File: config.mk
export PLATFORM = sky130hd
export DESIGN_NAME = tlb_op_ctrl
export DESIGN_NICKNAME = d
export VERILOG_FILES = /design/src/rtl/tlb_op_ctrl_pkg.sv /design/src/rtl/tlb_op_ctrl_lfsr5_rand.sv /design/src/rtl/tlb_op_ctrl.sv
export SDC_FILE = /design/constraint.sdc
export NUM_CORES = 1
export LEC_CHECK = 0
export ABC_AREA = 1
export CORE_AREA = 5 5 178 180
export CTS_BUF_LIST = sky130_fd_sc_hd__clkbuf_16
export DETAILED_ROUTE_END_ITERATION = 16
export DIE_AREA = 0 0 183 185
export PLACE_DENSITY = 0.43
export SYNTH_ARGS = -nofsm -noshare
export SYNTH_HDL_FRONTEND = slang
export SYNTH_SLANG_ARGS = --single-unit
File: constraint.sdc
create_clock -name clk -period 2 [get_ports clk]
set_input_delay 0.4 -clock clk [delete_from_list [all_inputs] [get_ports clk]]
set_output_delay 0.4 -clock clk [all_outputs]
set_load 0.02 [all_outputs]
File: src/rtl/tlb_op_ctrl_pkg.sv
// Shared encodings for the TLB maintenance sequencer: op codes, FSM states,
// CSR field positions and the per-operation completion flags.
package tlb_op_ctrl_pkg;

    typedef enum logic [2:0] {
        TLBOP_SRCH = 3'd0,
        TLBOP_RD   = 3'd1,
        TLBOP_WR   = 3'd2,
        TLBOP_FILL = 3'd3,
        TLBOP_INV  = 3'd4
    } tlb_op_e;

    typedef enum logic [2:0] {
        ST_IDLE      = 3'd0,
        ST_SRCH_REQ  = 3'd1,
        ST_SRCH_WAIT = 3'd2,
        ST_RD_CAP    = 3'd3,
        ST_WR        = 3'd4,
        ST_INV       = 3'd5,
        ST_DONE      = 3'd6
    } tlb_state_e;

    // TLBIDX: NE bit, PS field; TLBEHI: VPPN field
    localparam int unsigned TLBIDX_NE       = 31;
    localparam int unsigned TLBIDX_PS_MSB   = 29;
    localparam int unsigned TLBIDX_PS_LSB   = 24;
    localparam int unsigned TLBEHI_VPPN_MSB = 31;
    localparam int unsigned TLBEHI_VPPN_LSB = 13;

    localparam logic [4:0] INVTLB_MAX_OP = 5'd6;

    // What the DONE cycle must report for the accepted operation
    typedef struct packed {
        logic fill;
        logic refetch;
        logic ine;
    } op_kind_t;

endpackage

File: src/rtl/tlb_op_ctrl_lfsr5_rand.sv
// Free-running 5-bit maximal-length LFSR (x^5 + x^3 + 1) for the TLBFILL index.
// rand_nxt_o is the value the register takes at the next clock edge.
module lfsr5_rand #(
    parameter logic [4:0] SEED = 5'b00001
) (
    input  logic       clk,
    input  logic       rst,
    output logic [4:0] rand_nxt_o
);

    logic [4:0] lfsr_q;
    logic [4:0] lfsr_d;

    assign lfsr_d     = {lfsr_q[3:0], lfsr_q[4] ^ lfsr_q[2]};
    assign rand_nxt_o = lfsr_d;

    always_ff @(posedge clk) begin
        if (rst) lfsr_q <= SEED;
        else     lfsr_q <= lfsr_d;
    end

endmodule

File: src/rtl/tlb_op_ctrl.sv
// Sequencer for TLBSRCH/TLBRD/TLBWR/TLBFILL/INVTLB between execute, the CSR
// file and addr_trans. Port-side pulses are registered; CSR write-back is a
// same-cycle capture of the addr_trans read/search results.
module tlb_op_ctrl
    import tlb_op_ctrl_pkg::*;
#(
    parameter int unsigned TLBNUM    = 32,
    parameter int unsigned IDX_W     = 5,
    parameter logic [4:0]  LFSR_SEED = 5'b00001
) (
    input  logic             clk,
    input  logic             rst,
    input  logic             op_valid,
    output logic             op_ready,
    input  logic [2:0]       op_type,
    input  logic [4:0]       inv_op,
    input  logic [9:0]       inv_asid,
    input  logic [18:0]      inv_vpn,
    input  logic             flush,
    input  logic [31:0]      csr_tlbehi,
    input  logic [31:0]      csr_tlbidx,
    output logic             tlbfill_en,
    output logic             tlbwr_en,
    output logic [IDX_W-1:0] rand_index,
    output logic             invtlb_en,
    output logic [4:0]       invtlb_op,
    output logic [9:0]       invtlb_asid,
    output logic [18:0]      invtlb_vpn,
    output logic             srch_req,
    input  logic             srch_gnt,
    output logic [31:0]      srch_vaddr,
    input  logic             srch_found,
    input  logic [IDX_W-1:0] srch_index,
    input  logic [31:0]      tlbehi_rd,
    input  logic [31:0]      tlbelo0_rd,
    input  logic [31:0]      tlbelo1_rd,
    input  logic [31:0]      tlbidx_rd,
    input  logic [9:0]       asid_rd,
    output logic             csr_we_tlbehi,
    output logic             csr_we_tlbelo0,
    output logic             csr_we_tlbelo1,
    output logic             csr_we_tlbidx,
    output logic             csr_we_asid,
    output logic [31:0]      csr_wdata_tlbehi,
    output logic [31:0]      csr_wdata_tlbelo0,
    output logic [31:0]      csr_wdata_tlbelo1,
    output logic [31:0]      csr_wdata_tlbidx,
    output logic [9:0]       csr_wdata_asid,
    output logic             refetch,
    output logic             op_done,
    output logic             ine_excp
);

    localparam logic [4:0] RAND_MASK = 5'(TLBNUM - 1);

    tlb_state_e state_q, state_d;
    op_kind_t   kind_q, kind_d;
    logic       accept;
    logic [4:0] rand_nxt;

    logic             op_ready_q, tlbfill_en_q, tlbwr_en_q, invtlb_en_q, srch_req_q;
    logic             refetch_q, op_done_q, ine_excp_q;
    logic [IDX_W-1:0] rand_index_q;
    logic [4:0]       invtlb_op_q;
    logic [9:0]       invtlb_asid_q;
    logic [18:0]      invtlb_vpn_q;
    logic [31:0]      srch_vaddr_q;

    logic unused_bits;
    assign unused_bits = ^{csr_tlbehi[TLBEHI_VPPN_LSB-1:0], csr_tlbidx[TLBIDX_NE],
                           tlbidx_rd[30], tlbidx_rd[23:0]};

    lfsr5_rand #(.SEED(LFSR_SEED)) u_lfsr (
        .clk        (clk),
        .rst        (rst),
        .rand_nxt_o (rand_nxt)
    );

    // flush in IDLE blocks acceptance of a same-cycle request
    assign accept = op_valid & (state_q == ST_IDLE) & ~flush;

    always_comb begin
        state_d = state_q;
        kind_d  = kind_q;
        case (state_q)
            ST_IDLE: begin
                if (accept) begin
                    kind_d = '0;
                    case (op_type)
                        TLBOP_SRCH: state_d = ST_SRCH_REQ;
                        TLBOP_RD:   state_d = ST_RD_CAP;
                        TLBOP_WR: begin
                            state_d        = ST_WR;
                            kind_d.refetch = 1'b1;
                        end
                        TLBOP_FILL: begin
                            state_d        = ST_WR;
                            kind_d.fill    = 1'b1;
                            kind_d.refetch = 1'b1;
                        end
                        TLBOP_INV: begin
                            if (inv_op <= INVTLB_MAX_OP) begin
                                state_d        = ST_INV;
                                kind_d.refetch = 1'b1;
                            end else begin
                                state_d    = ST_DONE;
                                kind_d.ine = 1'b1;
                            end
                        end
                        default: begin
                            state_d    = ST_DONE;
                            kind_d.ine = 1'b1;
                        end
                    endcase
                end
            end
            ST_SRCH_REQ: begin
                if (flush)         state_d = ST_IDLE;
                else if (srch_gnt) state_d = ST_SRCH_WAIT;
            end
            ST_SRCH_WAIT,
            ST_RD_CAP: state_d = flush ? ST_IDLE : ST_DONE;
            ST_WR,
            ST_INV:    state_d = ST_DONE;
            default:   state_d = ST_IDLE;
        endcase
    end

    // Pulses are registered from the next state so they line up with it
    always_ff @(posedge clk) begin
        if (rst) begin
            state_q       <= ST_IDLE;
            kind_q        <= '0;
            op_ready_q    <= 1'b1;
            tlbfill_en_q  <= 1'b0;
            tlbwr_en_q    <= 1'b0;
            rand_index_q  <= '0;
            invtlb_en_q   <= 1'b0;
            invtlb_op_q   <= '0;
            invtlb_asid_q <= '0;
            invtlb_vpn_q  <= '0;
            srch_req_q    <= 1'b0;
            srch_vaddr_q  <= '0;
            refetch_q     <= 1'b0;
            op_done_q     <= 1'b0;
            ine_excp_q    <= 1'b0;
        end else begin
            state_q       <= state_d;
            kind_q        <= kind_d;
            op_ready_q    <= (state_d == ST_IDLE);
            tlbfill_en_q  <= (state_d == ST_WR) &  kind_d.fill;
            tlbwr_en_q    <= (state_d == ST_WR) & ~kind_d.fill;
            rand_index_q  <= (state_d == ST_WR) ? IDX_W'(rand_nxt & RAND_MASK) : '0;
            invtlb_en_q   <= (state_d == ST_INV);
            invtlb_op_q   <= (state_d == ST_INV) ? inv_op   : '0;
            invtlb_asid_q <= (state_d == ST_INV) ? inv_asid : '0;
            invtlb_vpn_q  <= (state_d == ST_INV) ? inv_vpn  : '0;
            srch_req_q    <= (state_d == ST_SRCH_REQ);
            srch_vaddr_q  <= (state_d == ST_SRCH_REQ) ?
                             {csr_tlbehi[TLBEHI_VPPN_MSB:TLBEHI_VPPN_LSB], 13'b0} : '0;
            refetch_q     <= (state_d == ST_DONE) & kind_d.refetch;
            op_done_q     <= (state_d == ST_DONE);
            ine_excp_q    <= (state_d == ST_DONE) & kind_d.ine;
        end
    end

    // CSR write-back captures addr_trans results in the cycle they are valid
    always_comb begin
        csr_we_tlbehi     = 1'b0;
        csr_we_tlbelo0    = 1'b0;
        csr_we_tlbelo1    = 1'b0;
        csr_we_tlbidx     = 1'b0;
        csr_we_asid       = 1'b0;
        csr_wdata_tlbehi  = '0;
        csr_wdata_tlbelo0 = '0;
        csr_wdata_tlbelo1 = '0;
        csr_wdata_tlbidx  = '0;
        csr_wdata_asid    = '0;
        if (!rst && !flush) begin
            if (state_q == ST_SRCH_WAIT) begin
                csr_we_tlbidx    = 1'b1;
                csr_wdata_tlbidx = csr_tlbidx;
                if (srch_found) begin
                    csr_wdata_tlbidx[TLBIDX_NE]   = 1'b0;
                    csr_wdata_tlbidx[IDX_W-1:0]   = srch_index;
                end else begin
                    csr_wdata_tlbidx[TLBIDX_NE]   = 1'b1;
                end
            end else if (state_q == ST_RD_CAP) begin
                csr_we_tlbehi  = 1'b1;
                csr_we_tlbelo0 = 1'b1;
                csr_we_tlbelo1 = 1'b1;
                csr_we_tlbidx  = 1'b1;
                csr_we_asid    = 1'b1;
                if (!tlbidx_rd[TLBIDX_NE]) begin
                    csr_wdata_tlbehi  = tlbehi_rd;
                    csr_wdata_tlbelo0 = tlbelo0_rd;
                    csr_wdata_tlbelo1 = tlbelo1_rd;
                    csr_wdata_asid    = asid_rd;
                    csr_wdata_tlbidx  = {1'b0, csr_tlbidx[30],
                                         tlbidx_rd[TLBIDX_PS_MSB:TLBIDX_PS_LSB],
                                         csr_tlbidx[23:0]};
                end else begin
                    csr_wdata_tlbidx  = {1'b1, csr_tlbidx[30], 6'b0, csr_tlbidx[23:0]};
                end
            end
        end
    end

    assign op_ready    = op_ready_q;
    assign tlbfill_en  = tlbfill_en_q;
    assign tlbwr_en    = tlbwr_en_q;
    assign rand_index  = rand_index_q;
    assign invtlb_en   = invtlb_en_q;
    assign invtlb_op   = invtlb_op_q;
    assign invtlb_asid = invtlb_asid_q;
    assign invtlb_vpn  = invtlb_vpn_q;
    assign srch_req    = srch_req_q;
    assign srch_vaddr  = srch_vaddr_q;
    assign refetch     = refetch_q;
    assign op_done     = op_done_q;
    assign ine_excp    = ine_excp_q;

endmodule

==> results.md <==
| Item | Reported |
|---|---|
| Part of the Yosys area used for sequential elements | 39.3% |
| Peak supply drop | 0.000285 V |
| Initial antenna violation count | 12 |
| Core Footprint | 30,000 µm² |
| Number of instances in the placed design | 1,440 |
| Row cnt | 64 |
| Post-Route Hold Slack | 0.429 ns |
| Count of fill cells added during filler insertion | 3,320 |
| Port Buffer Count | 419 |
| Crit path max-delay family | buffers and inverters |
| Max cap viols | 0 |
| Biggest area contributors in the synthesized netlist | sky130_fd_sc_hd__dfxtp_1 39%, sky130_fd_sc_hd__inv_1 19%, sky130_fd_sc_hd__nor2_1 16%, sky130_fd_sc_hd__nor2_2 6.2%, sky130_fd_sc_hd__buf_4 3.1% |
| Number of endpoints failing setup at the final stage | 21 |
| Worst path slowest cell | sky130_fd_sc_hd__dfxtp_2 |
| Finished Layout Cells | 1,462 |
| Starting density of the core | 13.1% |
| Number of pins exceeding their max-slew limit in the final report | 0 |
| Die area | 33,900 µm² |
| Largest area contributor in the netlist | sky130_fd_sc_hd__dfxtp_1 |
| Overflow left after global routing | 0 |
| Yosys warnings | 0 |
| Most instantiated cells after synthesis | 196 x sky130_fd_sc_hd__inv_1, 163 x sky130_fd_sc_hd__nor2_1, 77 x sky130_fd_sc_hd__dfxtp_1, 39 x sky130_fd_sc_hd__nor2_2, 27 x sky130_fd_sc_hd__nand2_1 |
| Number of global-route vias before repair | 5,112 |
| Worst-path fanout max | 21 |
| Height of the die | 185 µm |
| Result of the run | complete, but fails checks |
| Worst Setup End Kind | output port |
| Dominant register cell in the synthesized netlist | sky130_fd_sc_hd__dfxtp_1 |
| Hold WC Path Type | reg2reg |
| Gpl congestion | 0.824 |
| Final setup skew | 0.0104 ns |
| Clock transition at the register clock pins on the worst setup and hold paths after CTS | 0.07 ns |
| Number of hold buffers added after CTS | 0 |
| Total Routing Usage GR | 12.7% |
| First-pass GRT wire length | 32.1 mm |
| Die outline width | 183 µm |
| Synthesized instance count | 601 |
| Cell at the root of the clock tree | sky130_fd_sc_hd__clkbuf_16 |
| Required @ worst endpoint | 1.60 ns |
| Clock tree from TritonCTS | built |
| Total power | 4.21 mW |
| RSZ-0062 raised after global routing | true |
| Count of pins on the block boundary | 472 |
| Number of vias after detailed routing | 4,885 |
| Worst flop-to-flop path startpoint | state_q[1] |
| First-pass DRT Iterations | 4 |
| Drt total wl | 22.9 mm |
| Worst Hold Endpoint | u_lfsr.lfsr_q[4] |
| Failing checks | setup timing |
| Share of synthesized flip-flops with an asynchronous set or reset | 0% |
| Clock period minus final worst setup slack | 2.02 ns |
| Area of the mapped netlist | 3920 µm² |
| Portion of synthesized cell area occupied by the leading cell type | 39.3% |
| Count of endpoints failing hold in the final timing report | 0 |
| Pin count of the biggest net entering global routing | 49 |
| Number of buffers on the longest clock path | 2 |
| Average routed wire per standard cell | 15.7 µm |
| Critical Path, Cell by Cell | inv_2 -> nor2_4 -> inv_4 -> nor2_4 -> nand2_4 -> buf_12 -> buf_8 -> nor2_4 -> buf_6 |
| Proportion of layout cells with a drive suffix above 1 | 30.1% |
| Reg-to-reg endpoint | invtlb_vpn[15] |
| Hold_sp | u_lfsr.lfsr_q[3] |
| Top achievable clock speed | 494 MHz |
| Least setup slack across all paths after layout | -0.0235 ns |
| Total number of nets in the final design | 1,306 |
| Total buffers and inverters traversed by the critical path | 5 |
| Pwr dens | 464 nW/µm² |
| Seq cells post-synth | 77 |
| Post-synth EDFFs | 0 |
| Worst R2R Setup Slack | 0.26 ns |
| Dominant cell type by count on the critical path | sky130_fd_sc_hd__nor2_4 |
| Clock buffer count from CTS | 9 |
| Fraction of the cycle the final worst path needs | 101% |
| Cell count of the worst reg-to-reg path | 12 |
| Detail-routed via count per cell | 3.34 |
| Critical path startpoint category | flop |
| Level count of the clock H-tree | 3 |
| Static power due to leakage | 4.62 nW |
| Pre-CTS setup slack | -0.809 ns |
| Distinct cell type count of the synthesized netlist | 30 |
| Arr. time, crit path | 1.62 ns |
| Area Growth Syn to Fin | 131% |
| Number of sinks on the clock net | 77 |
| Hold Path Depth | 2 |
| Multi-input combinational cell area | 1590 µm² |
| Per-instance average area after synthesis | 6.52 µm² |
| Final HPWL from detailed placement | 20.2 mm |
| Post-detailed-route DRC marker count | 0 |
| Clock latency reported for the late side of the worst-skew pair | 0.34 ns |
| Most frequent cell after synthesis | sky130_fd_sc_hd__inv_1 |
| Register area | 1540 µm² |
| Delay contributed by the slowest stage of the critical path | 0.33 ns |
| Type of the setup path with the least slack | reg2out |
| Routed Antenna Nets | 0 |
| Number of design-rule violations left by the first detailed-router iteration | 117 |
| Post-route cell area | 9080 µm² |
| Post-placement cell area | 8840 µm² |
sequential cells by signal, summed over array words and instances, names as in the netlist:
name,flops
ine_excp,1
invtlb_asid,10
invtlb_en,1
invtlb_op,5
invtlb_vpn,19
kind_q,3
op_done,1
op_ready,1
rand_index,5
refetch,1
srch_req,1
srch_vaddr,19
state_q,3
tlbfill_en,1
tlbwr_en,1
u_lfsr.lfsr_q,5
cells by family after synthesis:
family,Yosys count,synth area share [%]
flops,77,39.3
other cells,1,0.0956
buf+inv,237,25.9
compound gates,17,3.03
xor+xnor,1,0.223
simple gates,268,31.5
worst min-delay path, cell delays in order (launching register included):
cell and delay [ns]:
sky130_fd_sc_hd__dfxtp_1 0.30, sky130_fd_sc_hd__inv_1 0.06, sky130_fd_sc_hd__nor2_1 0.04
cell type report:
type | instances | area share, %
well taps | 396 | 5.46
inverters | 200 | 8.44
repair buffers | 467 | 48.1
clock buffers | 9 | 2.48
clock inverters | 7 | 0.813
multi-input cells | 301 | 17.5
flip-flops and latches | 77 | 17.0
diodes | 5 | 0.138
routing by layer:
metal | up-vias | share of wire [%] | track usage (%)
li1 | 2533 | - | -
met5 | - | 0.23 | 0
met2 | 252 | 49 | 22.4
met3 | 25 | 14 | 7.23
met1 | 2065 | 36 | 13.1
met4 | 10 | 1.4 | 3.07
stage by stage:
step,utilization [%],TNS [ns]
finish,30.2,-0.203
global route,30.2,-7.16
CTS,29.2,-0.864
detailed placement,29.4,-107.07
global placement,29.4,-105.20
floorplan,-,0
cells in the final DEF (no fill, tap or decap), types with 19 or more instances in the layout:
| cell type | count |
|---|---|
| sky130_fd_sc_hd__buf_6 | 33 |
| sky130_fd_sc_hd__nand2_1 | 23 |
| sky130_fd_sc_hd__buf_4 | 116 |
| sky130_fd_sc_hd__nor2_2 | 72 |
| sky130_fd_sc_hd__buf_2 | 29 |
| sky130_fd_sc_hd__dfxtp_1 | 75 |
| sky130_fd_sc_hd__nand3_1 | 19 |
| sky130_fd_sc_hd__inv_1 | 194 |
| sky130_fd_sc_hd__clkdlybuf4s50_1 | 272 |
| sky130_fd_sc_hd__nor2_1 | 125 |
report_power, final:
part / total, mW / switching [mW] / internal, mW / leakage [nW]
Combinational: 0.966 / 0.394 / 0.572 / 3.86
Sequential: 1.58 / 0.0144 / 1.57 / 0.624
Clock: 1.66 / 0.691 / 0.974 / 0.143
worst max-delay path by stage:
stage          startpoint                     to  slack, ns  cells past startpoint
6_report       state_q[1]  csr_wdata_tlbelo0[16]      -0.02                      9
5_1_grt        state_q[1]  csr_wdata_tlbelo0[13]      -0.13                      8
4_1_cts        state_q[1]    csr_wdata_tlbidx[0]      -0.10                      9
3_5_place_dp          rst   csr_wdata_tlbelo1[6]      -0.81                      8
3_3_place_gp          rst  csr_wdata_tlbelo0[22]      -0.79                      8
2_1_floorplan       flush    csr_wdata_tlbehi[0]       0.09                      7
timing repair:
action                                  in CTS  in global routing
buffers inserted                             3                  1
endpoints found under the setup margin     143                120
pin swaps                                    3                 11
endpoints found under the hold margin        0                  0
gates resized for setup                    612                111
Note: power is estimated with default switching activity, not from simulation.
